### config.mk
export PLATFORM = sky130hd
export DESIGN_NAME = bf16_simd_cvt_minmax
export DESIGN_NICKNAME = d
export VERILOG_FILES = /design/src/rtl/bf16_simd_cvt_minmax.sv
export SDC_FILE = /design/constraint.sdc
export NUM_CORES = 1
export LEC_CHECK = 0
export BUFFER_PORTS_ARGS = -buffer_cell sky130_fd_sc_hd__buf_4
export CAP_MARGIN = 5
export CORE_MARGIN = 10
export CORE_UTILIZATION = 55
export DETAILED_ROUTE_END_ITERATION = 10
export PLACE_DENSITY = 0.86
export SLEW_MARGIN = 10
export SYNTH_ARGS = -nofsm -noshare
export SYNTH_HDL_FRONTEND = slang
export SYNTH_SLANG_ARGS = --single-unit
export TNS_END_PERCENT = 30
### constraint.sdc
create_clock -name clk -period 17.6 [get_ports clk]
set_input_delay 0.88 -clock clk [delete_from_list [all_inputs] [get_ports clk]]
set_output_delay 0.88 -clock clk [all_outputs]
set_load 0.005 [all_outputs]
### src/rtl/bf16_simd_cvt_minmax.sv
// LANES-wide BF16 convert / min-max engine with valid/ready pipeline and sticky FP flags.
// Define BF16CVT_MINMAX_EN to build the MAX/MIN comparator; otherwise opcodes 0010/0011 are illegal.

module bf16_lane (
    input  logic [3:0]  op,
    input  logic [31:0] a,
    input  logic [31:0] b,
    output logic [31:0] res,
    output logic [4:0]  flags
);
    logic [15:0] hi, rounded;
    logic        rnd, stk, inexact, nan32;

    assign hi      = a[31:16];
    assign rnd     = a[15];
    assign stk     = |a[14:0];
    assign inexact = rnd | stk;
    assign rounded = hi + {15'd0, rnd & (stk | a[16])};
    assign nan32   = (&a[30:23]) & (|a[22:0]);

`ifdef BF16CVT_MINMAX_EN
    logic [15:0] a16, b16, key_a, key_b, pick_max, pick_min;
    logic        nan_a, nan_b, snan_a, snan_b, a_gt;
    logic        unused_b;

    assign unused_b = ^b[31:16];
    assign a16      = a[15:0];
    assign b16      = b[15:0];
    assign nan_a    = (&a16[14:7]) & (|a16[6:0]);
    assign nan_b    = (&b16[14:7]) & (|b16[6:0]);
    assign snan_a   = nan_a & ~a16[6];
    assign snan_b   = nan_b & ~b16[6];
    // Sign-magnitude to unsigned ordering key; places -0 just below +0.
    assign key_a    = a16[15] ? ~a16 : (a16 | 16'h8000);
    assign key_b    = b16[15] ? ~b16 : (b16 | 16'h8000);
    assign a_gt     = key_a > key_b;

    always_comb begin
        pick_max = a_gt ? a16 : b16;
        pick_min = a_gt ? b16 : a16;
        if (nan_a && nan_b) begin
            pick_max = 16'h7FC0;
            pick_min = 16'h7FC0;
        end else if (nan_a) begin
            pick_max = b16;
            pick_min = b16;
        end else if (nan_b) begin
            pick_max = a16;
            pick_min = a16;
        end
    end
`else
    logic unused_b;
    assign unused_b = ^b;
`endif

    always_comb begin
        res   = '0;
        flags = '0;
        case (op)
            4'h0: begin
                if ((&a[14:7]) && (|a[6:0]) && !a[6]) begin
                    res      = 32'h7FC0_0000;
                    flags[4] = 1'b1;
                end else begin
                    res = {a[15:0], 16'h0};
                end
            end
            4'h1: begin
                if (nan32) begin
                    res      = 32'h0000_7FC0;
                    flags[4] = ~a[22];
                end else begin
                    res      = {16'h0, rounded};
                    flags[0] = inexact;
                    // Only a rounding increment can reach exp=0xFF from a finite input.
                    flags[2] = (&rounded[14:7]) & inexact;
                    flags[1] = (rounded[14:7] == 8'h00) & inexact;
                end
            end
`ifdef BF16CVT_MINMAX_EN
            4'h2: begin
                res      = {16'h0, pick_max};
                flags[4] = snan_a | snan_b;
            end
            4'h3: begin
                res      = {16'h0, pick_min};
                flags[4] = snan_a | snan_b;
            end
`endif
            default: ;
        endcase
    end
endmodule

module bf16_simd_cvt_minmax #(
    parameter int LANES       = 4,
    parameter int PIPE_STAGES = 2,
    parameter int TAG_W       = 4
) (
    input  logic                  clk,
    input  logic                  reset,
    input  logic                  in_valid,
    output logic                  in_ready,
    input  logic [3:0]            in_op,
    input  logic [TAG_W-1:0]      in_tag,
    input  logic [32*LANES-1:0]   in_a,
    input  logic [32*LANES-1:0]   in_b,
    output logic                  out_valid,
    input  logic                  out_ready,
    output logic [32*LANES-1:0]   out_result,
    output logic [TAG_W-1:0]      out_tag,
    output logic [4:0]            out_flags,
    input  logic                  clr_flags,
    output logic [31:0]           fpcsr
);
    localparam int W = 32 * LANES;

    typedef struct packed {
        logic [TAG_W-1:0] tag;
        logic [W-1:0]     result;
        logic [4:0]       flags;
        logic             ill;
    } beat_t;

    logic [LANES-1:0][31:0] lane_res;
    logic [LANES-1:0][4:0]  lane_flg;
    logic                   legal, advance, accept, fire;
    beat_t                  in_beat;
    beat_t                  stg [1:PIPE_STAGES];
    logic [PIPE_STAGES:1]   vld_pipe;
    logic [4:0]             flg_sticky;
    logic                   ill_sticky;

    genvar gi;
    generate
        for (gi = 0; gi < LANES; gi++) begin : g_lane
            bf16_lane u_lane (
                .op    (in_op),
                .a     (in_a[32*gi +: 32]),
                .b     (in_b[32*gi +: 32]),
                .res   (lane_res[gi]),
                .flags (lane_flg[gi])
            );
        end
    endgenerate

`ifdef BF16CVT_MINMAX_EN
    assign legal = (in_op[3:2] == 2'b00);
`else
    assign legal = (in_op[3:1] == 3'b000);
`endif

    // Lanes already return zero for opcodes they do not implement.
    always_comb begin
        in_beat.tag    = in_tag;
        in_beat.result = lane_res;
        in_beat.ill    = ~legal;
        in_beat.flags  = '0;
        for (int i = 0; i < LANES; i++) in_beat.flags = in_beat.flags | lane_flg[i];
    end

    assign advance  = ~out_valid | out_ready;
    assign in_ready = advance;
    assign accept   = in_valid & advance;
    assign fire     = out_valid & out_ready;

    // Whole pipe moves or holds as one; bubbles are kept so latency stays fixed.
    always_ff @(posedge clk or posedge reset) begin
        if (reset) begin
            vld_pipe <= '0;
            for (int i = 1; i <= PIPE_STAGES; i++) stg[i] <= '0;
        end else if (advance) begin
            vld_pipe[1] <= accept;
            stg[1]      <= in_beat;
            for (int i = 2; i <= PIPE_STAGES; i++) begin
                vld_pipe[i] <= vld_pipe[i-1];
                stg[i]      <= stg[i-1];
            end
        end
    end

    assign out_valid  = vld_pipe[PIPE_STAGES];
    assign out_result = stg[PIPE_STAGES].result;
    assign out_tag    = stg[PIPE_STAGES].tag;
    assign out_flags  = stg[PIPE_STAGES].flags;

    always_ff @(posedge clk or posedge reset) begin
        if (reset) begin
            flg_sticky <= '0;
            ill_sticky <= 1'b0;
        end else if (clr_flags) begin
            flg_sticky <= '0;
            ill_sticky <= 1'b0;
        end else if (fire) begin
            flg_sticky <= flg_sticky | out_flags;
            ill_sticky <= ill_sticky | stg[PIPE_STAGES].ill;
        end
    end

    assign fpcsr = {23'd0, ill_sticky, 3'd0, flg_sticky};
endmodule

## Yosys cells after proc, flatten, opt, wreduce, memory -nomap -nowiden

Cells that the tools add are included.

- Bits in registers: 284
- Logic and storage cells: 133
- Output and inout bits: 171

- Eq/ne operators: 1
- $add $sub $neg: 4
- Bitwise gates (word level): 38
- Reduce and logical (&&, ||, !) cells: 43
- Multiplexer cells: 36

Operators by type and width:

| cell | count |
|---|---|
| one-hot mux 32 bit (2 select lines) | 4 |
| two-way mux 32 bit | 4 |
| AND reduction 8 bit | 12 |
| OR reduction 23 bit | 4 |
| adder 16 x 1 -> 16 bit | 4 |
| two-way mux 16 bit | 4 |
| OR reduction 15 bit | 4 |
| zero test 8 bit | 4 |
| OR reduction 7 bit | 4 |
| two-way mux 3 bit | 8 |
| bitwise OR 5 bit | 4 |
| bitwise AND 1 bit | 18 |
| two-way mux 1 bit | 10 |
| two-way mux 5 bit | 2 |
| bitwise OR 1 bit | 10 |
| logical AND 1 bit | 8 |
| one-hot mux 1 bit (2 select lines) | 4 |
| NOT 1 bit | 6 |
| equality test 4 x 1 -> 1 bit (second input constant) | 1 |
| zero test 1 bit | 4 |
| zero test 4 bit | 1 |
| zero test 3 bit | 1 |
| nonzero test 2 bit | 1 |

## Logic depth before layout (Yosys ltp)

- Depth in word-level cells: 11
- Mapped depth: 10
- Gate-level depth less buffers: 9

## Modules after synthesis

Synthesis repeated with hierarchy kept, for this count alone.

- Cells, all modules: 1336
- Area total of the unflattened synthesis: 16159.2 um^2

By module, submodules not included:

| module | area each (um^2) | times used | seq. area each (um^2) | cells each |
|---|---|---|---|---|
| bf16_simd_cvt_minmax | 12655.9 | 1 | 7106.8 | 780 |
| bf16_lane | 875.8 | 4 | 0.0 | 139 |

## Worst setup path after synthesis

Ideal clock, no wire load.

- Path kind: in2reg
- From: input in_a[79]
- To: register stg[141] (netlist name)
- Slack: 14664 ps
- Arrival time: 2873 ps
- Setup time: 64 ps
- Data required time: 17536 ps
- Buffers on the path: 1
- Stages: 10
- Cells stage by stage: clkbuf_2 > and2_1 > ha_1 > nand3_1 > nor3_2 > xor2_1 > or4b_1 > or4_1 > o211ai_1 > a22o_2

- Cells in the longest elaborated chain, start to end: 8
- Elaborated cells between the ends (all ways): 11

RTL lines:

| element | RTL line | source |
|---|---|---|
| from (decl) | 107 | `input logic [32*LANES-1:0] in_a,` |
| bitwise AND 1 bit | 18 | `assign rounded = hi + {15'd0, rnd & (stk \| a[16])};` |
| adder 16 x 1 -> 16 bit | 18 |  |
| AND reduction 8 bit | 77 | `flags[2] = (&rounded[14:7]) & inexact;` |
| bitwise AND 1 bit | 77 |  |
| two-way mux 3 bit * | 70 | `if (nan32) begin` |
| two-way mux 3 bit * | 60 | `case (op)` |
| bitwise OR 5 bit * (2 in series) | 160 | `for (int i = 0; i < LANES; i++) in_beat.flags = in_beat.flags \| lane_flg[i];` |
| to (signal, indexed assignment) | 178 | `stg[i] <= stg[i-1];` |
| to (decl) | 130 | `beat_t stg [1:PIPE_STAGES];` |

Mark *: on every way between the ends. The rest lies on a longest branch, timed or not.
A chain may end at the register's enable or synchronous reset.

## Worst setup path after layout

- From: register vld_pipe[2] (netlist name)
- To: output in_ready

- Cells in the longest elaborated chain, start to end: 2

RTL lines:

| element | RTL line | source |
|---|---|---|
| from (decl) | 131 | `logic [PIPE_STAGES:1] vld_pipe;` |
| from (signal, indexed assignment) | 177 | `vld_pipe[i] <= vld_pipe[i-1];` |
| NOT 1 bit | 163 | `assign advance = ~out_valid \| out_ready;` |
| bitwise OR 1 bit | 163 |  |
| to (decl) | 104 | `output logic in_ready,` |

No other way between the ends.

==> summary.txt <==
Detailed Routing Iterations Pass 1 = 5
Final HPWL DP = 26950 microns
Hold Crit Start = vld_pipe[1]
DRT iter0 DRCs = 1062
routed wire length = 37580 microns
mux contribution to synthesized area = 0.1478%
GRT Util Overall = 23.21%
first-pass GRT wire length = 58970 microns
Tot Pwr = 0.001503 W
drt wl/cell = 19.28 microns
endpoints failing hold = 0
nets = 1875
setup TNS = 0 ns
H-tree Lvls = 1
largest net degree at the start of global routing = 122
clk buf depth = 3
Via density = 5.528
adder and majority gate portion of the synthesized area = 0.4618%
Final Skew = 0.009724 ns
Hold EP = vld_pipe[1]
critical path cell sequence = nor2b_4 -> buf_4 -> inv_4 -> buf_4
Setup Buffers After CTS = 0
r2r startpoint = vld_pipe[2]
part of the power in the clock network = 44.4%
Crit. End Element = output port
Gate power share = 10.3%
simple-gate share of the synthesized area = 21.63%
worst skew pair latency = 0.55 ns
IO Count = 440
Die H = 176.9 microns
HP Class = flop to flop
# diodes = 0
initial antenna violation count = 0
core area = 0.02425 sq mm
maximum vdd drop = 0.00007358 V
Max Cap Viol = 0
Worst-path clk slew = 0.06 ns
Crit path required time = 16.72 ns
fmax = 0.2791 GHz
Post-synth ARST share = 100.0%
Worst Path Arrival = 2.70 ns
part of the power in registers = 45.3%
mean post-synth cell area = 9.141 sq um
Sw Pwr = 0.0003693 W
Cell variety after synth = 59
Post-synth EDFFs = 0
delay-heaviest family, CP = buffers and inverters
peak per-stage delay on the critical path = 0.80 ns
Cell Pwr Density = 95.05 mW/mm^2
DRC = 0
DR vias = 10774
crit path kind = flop to output port
register area share after synthesis = 51.91%
DRT antenna net count = 0
final hold slack = 0.4616 ns
gpl congestion = 0.8929
CTS tree = done
period utilization = 20.36%
Post-Place Setup Slack = 13.91 ns
post-synthesis xor/xnor area fraction = 3.556%
RSZ-0062 raised after global routing = no
Buffers on Ports = 283
Worst path slowest cell = buf_4
CTS sink count = 281
ys flop type = dfrtp_1
root buf cell = clkbuf_16
cts repair resizes = 0
CTS buffer count = 30
Worst path most repeated cell = buf_4
final setup vio count = 0
Switching Fraction = 24.57%
Post-Syn Instances = 1482
DP Area = 0.01475 sq mm
worst r2r path cells = 6
worst slew pin tran = 1.115 ns
CP startpoint kind = flop
Die X = 176.9 microns
P_int = 0.001134 W
Area Overhead vs Synth = 16.74%
Cell Area, Synth = 0.01355 sq mm
final max-slew violation count = 0
Die Footprint = 0.03131 sq mm
R2R setup slack = 14.28 ns
FF-to-FF End = stg[193]
Initial Utilization = 55.87%
hold path depth = 2
FP Rows = 57
setup ws final = 14.02 ns
Pleak = 8.394 nW
total grt overflow = 0
Slew headroom = 25.01%
Buf/Inv on CP = 3
largest family of logic cells by synthesized area = simple AND/OR/NAND/NOR gates
number of global-route vias before repair = 10927
total number of yosys warnings = 0
maximum fanout along the worst path = 102
synthesis-stage register bit count = 281
Hold-fix buffers, CTS = 0
Synth Area in Compound Gates = 10.69%
fin crit period = 3.583 ns
fraction of layout cells with a size suffix above 1 = 22.15%
status = finished, final reports clean
Finished Cell Area = 0.01581 sq mm
## power by group through the flow
stage,Combinational (W),Clock (W),Sequential (W)
floorplan,0.0000984,0,0.000688
global placement,0.000151,0,0.000690
detailed placement,0.000155,0,0.000692
CTS,0.000156,0.000679,0.000680
global route,0.000172,0.000709,0.000682
finish,0.000156,0.000667,0.000680
## worst min-delay path, delay by kind of cell, from the launching register on
| family | cells | cell delay (ns) |
|---|---|---|
| AND/OR/NAND/NOR | 2 | 0.10 |
| flip-flops | 1 | 0.34 |
## synth_stat cells (all sizes together), types with 2 or more instances
cell,n,area (sq um)
clkbuf,56,221.5
o21ai,39,195.2
a31oi,2,12.51
or3,5,32.53
buf,176,1295
nand2b,3,18.77
and3,3,18.77
nand2,490,1839
a211oi,3,22.52
o31a,2,17.52
a32o,4,40.04
or4,2,15.01
mux2i,2,20.02
nand3,24,125.1
and2,6,38.79
a21oi,43,215.2
nor3,23,125.1
o2111ai,2,17.52
dfrtp,281,7032
nor2b,11,68.82
a21o,32,240.2
a22o,62,544.3
nor4,36,225.2
nor2,46,172.7
inv,14,52.55
nand4,28,181.4
o22ai,5,31.28
a31o,4,35.03
ha,5,62.56
xor2,16,140.1
xnor2,39,341.6
and4,2,17.52
## registers in the layout (all words and copies together) (netlist names)
name	flops
flg_sticky	4
ill_sticky	1
out_flags	4
out_result	128
out_tag	4
stg	138
vld_pipe	2
## cell families after synthesis
group                      after synthesis
muxes                                    2
other                                    1
adders and majority gates                5
buffers and inverters                  246
xor gates and xnor gates                55
and+or+nand+nor                        685
DFF                                    281
AOI/OAI and AO/OA                      207
## routing by layer
| layer | part of all wire [%] | GRT usage, % | vias to the layer above |
|---|---|---|---|
| li1 | - | - | 4999 |
| met1 | 42 | 30.82 | 5230 |
| met2 | 46 | 36.57 | 474 |
| met3 | 8.8 | 5.889 | 71 |
| met4 | 3.0 | 7.426 | 0 |
| met5 | 0 | 0 | - |
## stage by stage
step / std cells / utilization (%)
after floorplan: 1509 / -
after global routing: 1949 / 65.22
final: 1949 / 65.22
after CTS: 1949 / 65.22
after detailed placement: 1893 / 60.83
after global placement: 1893 / 60.83
## cells in the final DEF (no fill, tap or decap), types with 4 or more instances in the layout
cell type,n
a21o_1,32
a21oi_1,43
a22o_1,61
a31o_2,4
a32o_1,4
and2_1,5
buf_4,292
bufinv_16,4
clkbuf_1,4
clkbuf_16,31
clkbuf_8,7
clkinv_2,7
conb_1,28
dfrtp_1,281
ha_1,5
inv_1,12
nand2_1,490
nand3_1,23
nand4_1,27
nor2_1,46
nor2b_1,9
nor3_1,21
nor4_1,36
o21ai_0,39
o22ai_1,5
or3_1,4
xnor2_1,39
xor2_1,16
## worst max-delay path by stage
stage,start,end,slack [ns],cells after the start
floorplan,reset,flg_sticky[0],8.97,1
global placement,out_ready,stg[140],13.93,10
detailed placement,out_ready,stg[140],13.91,10
CTS,vld_pipe[2],in_ready,14.04,4
global route,vld_pipe[2],in_ready,13.84,4
finish,vld_pipe[2],in_ready,14.02,4
## final cells by class
cell class	count	area [sq um]
Inverter	14	62.56
Clock buffer	42	887.1
Clock inverter	14	177.7
Multi-Input combinational cell	982	5057
Tap cell	324	405.4
Sequential cell	281	7032
Fill cell	1980	8434
Timing Repair Buffer	292	2192
Power figures use the tool's default switching activity.
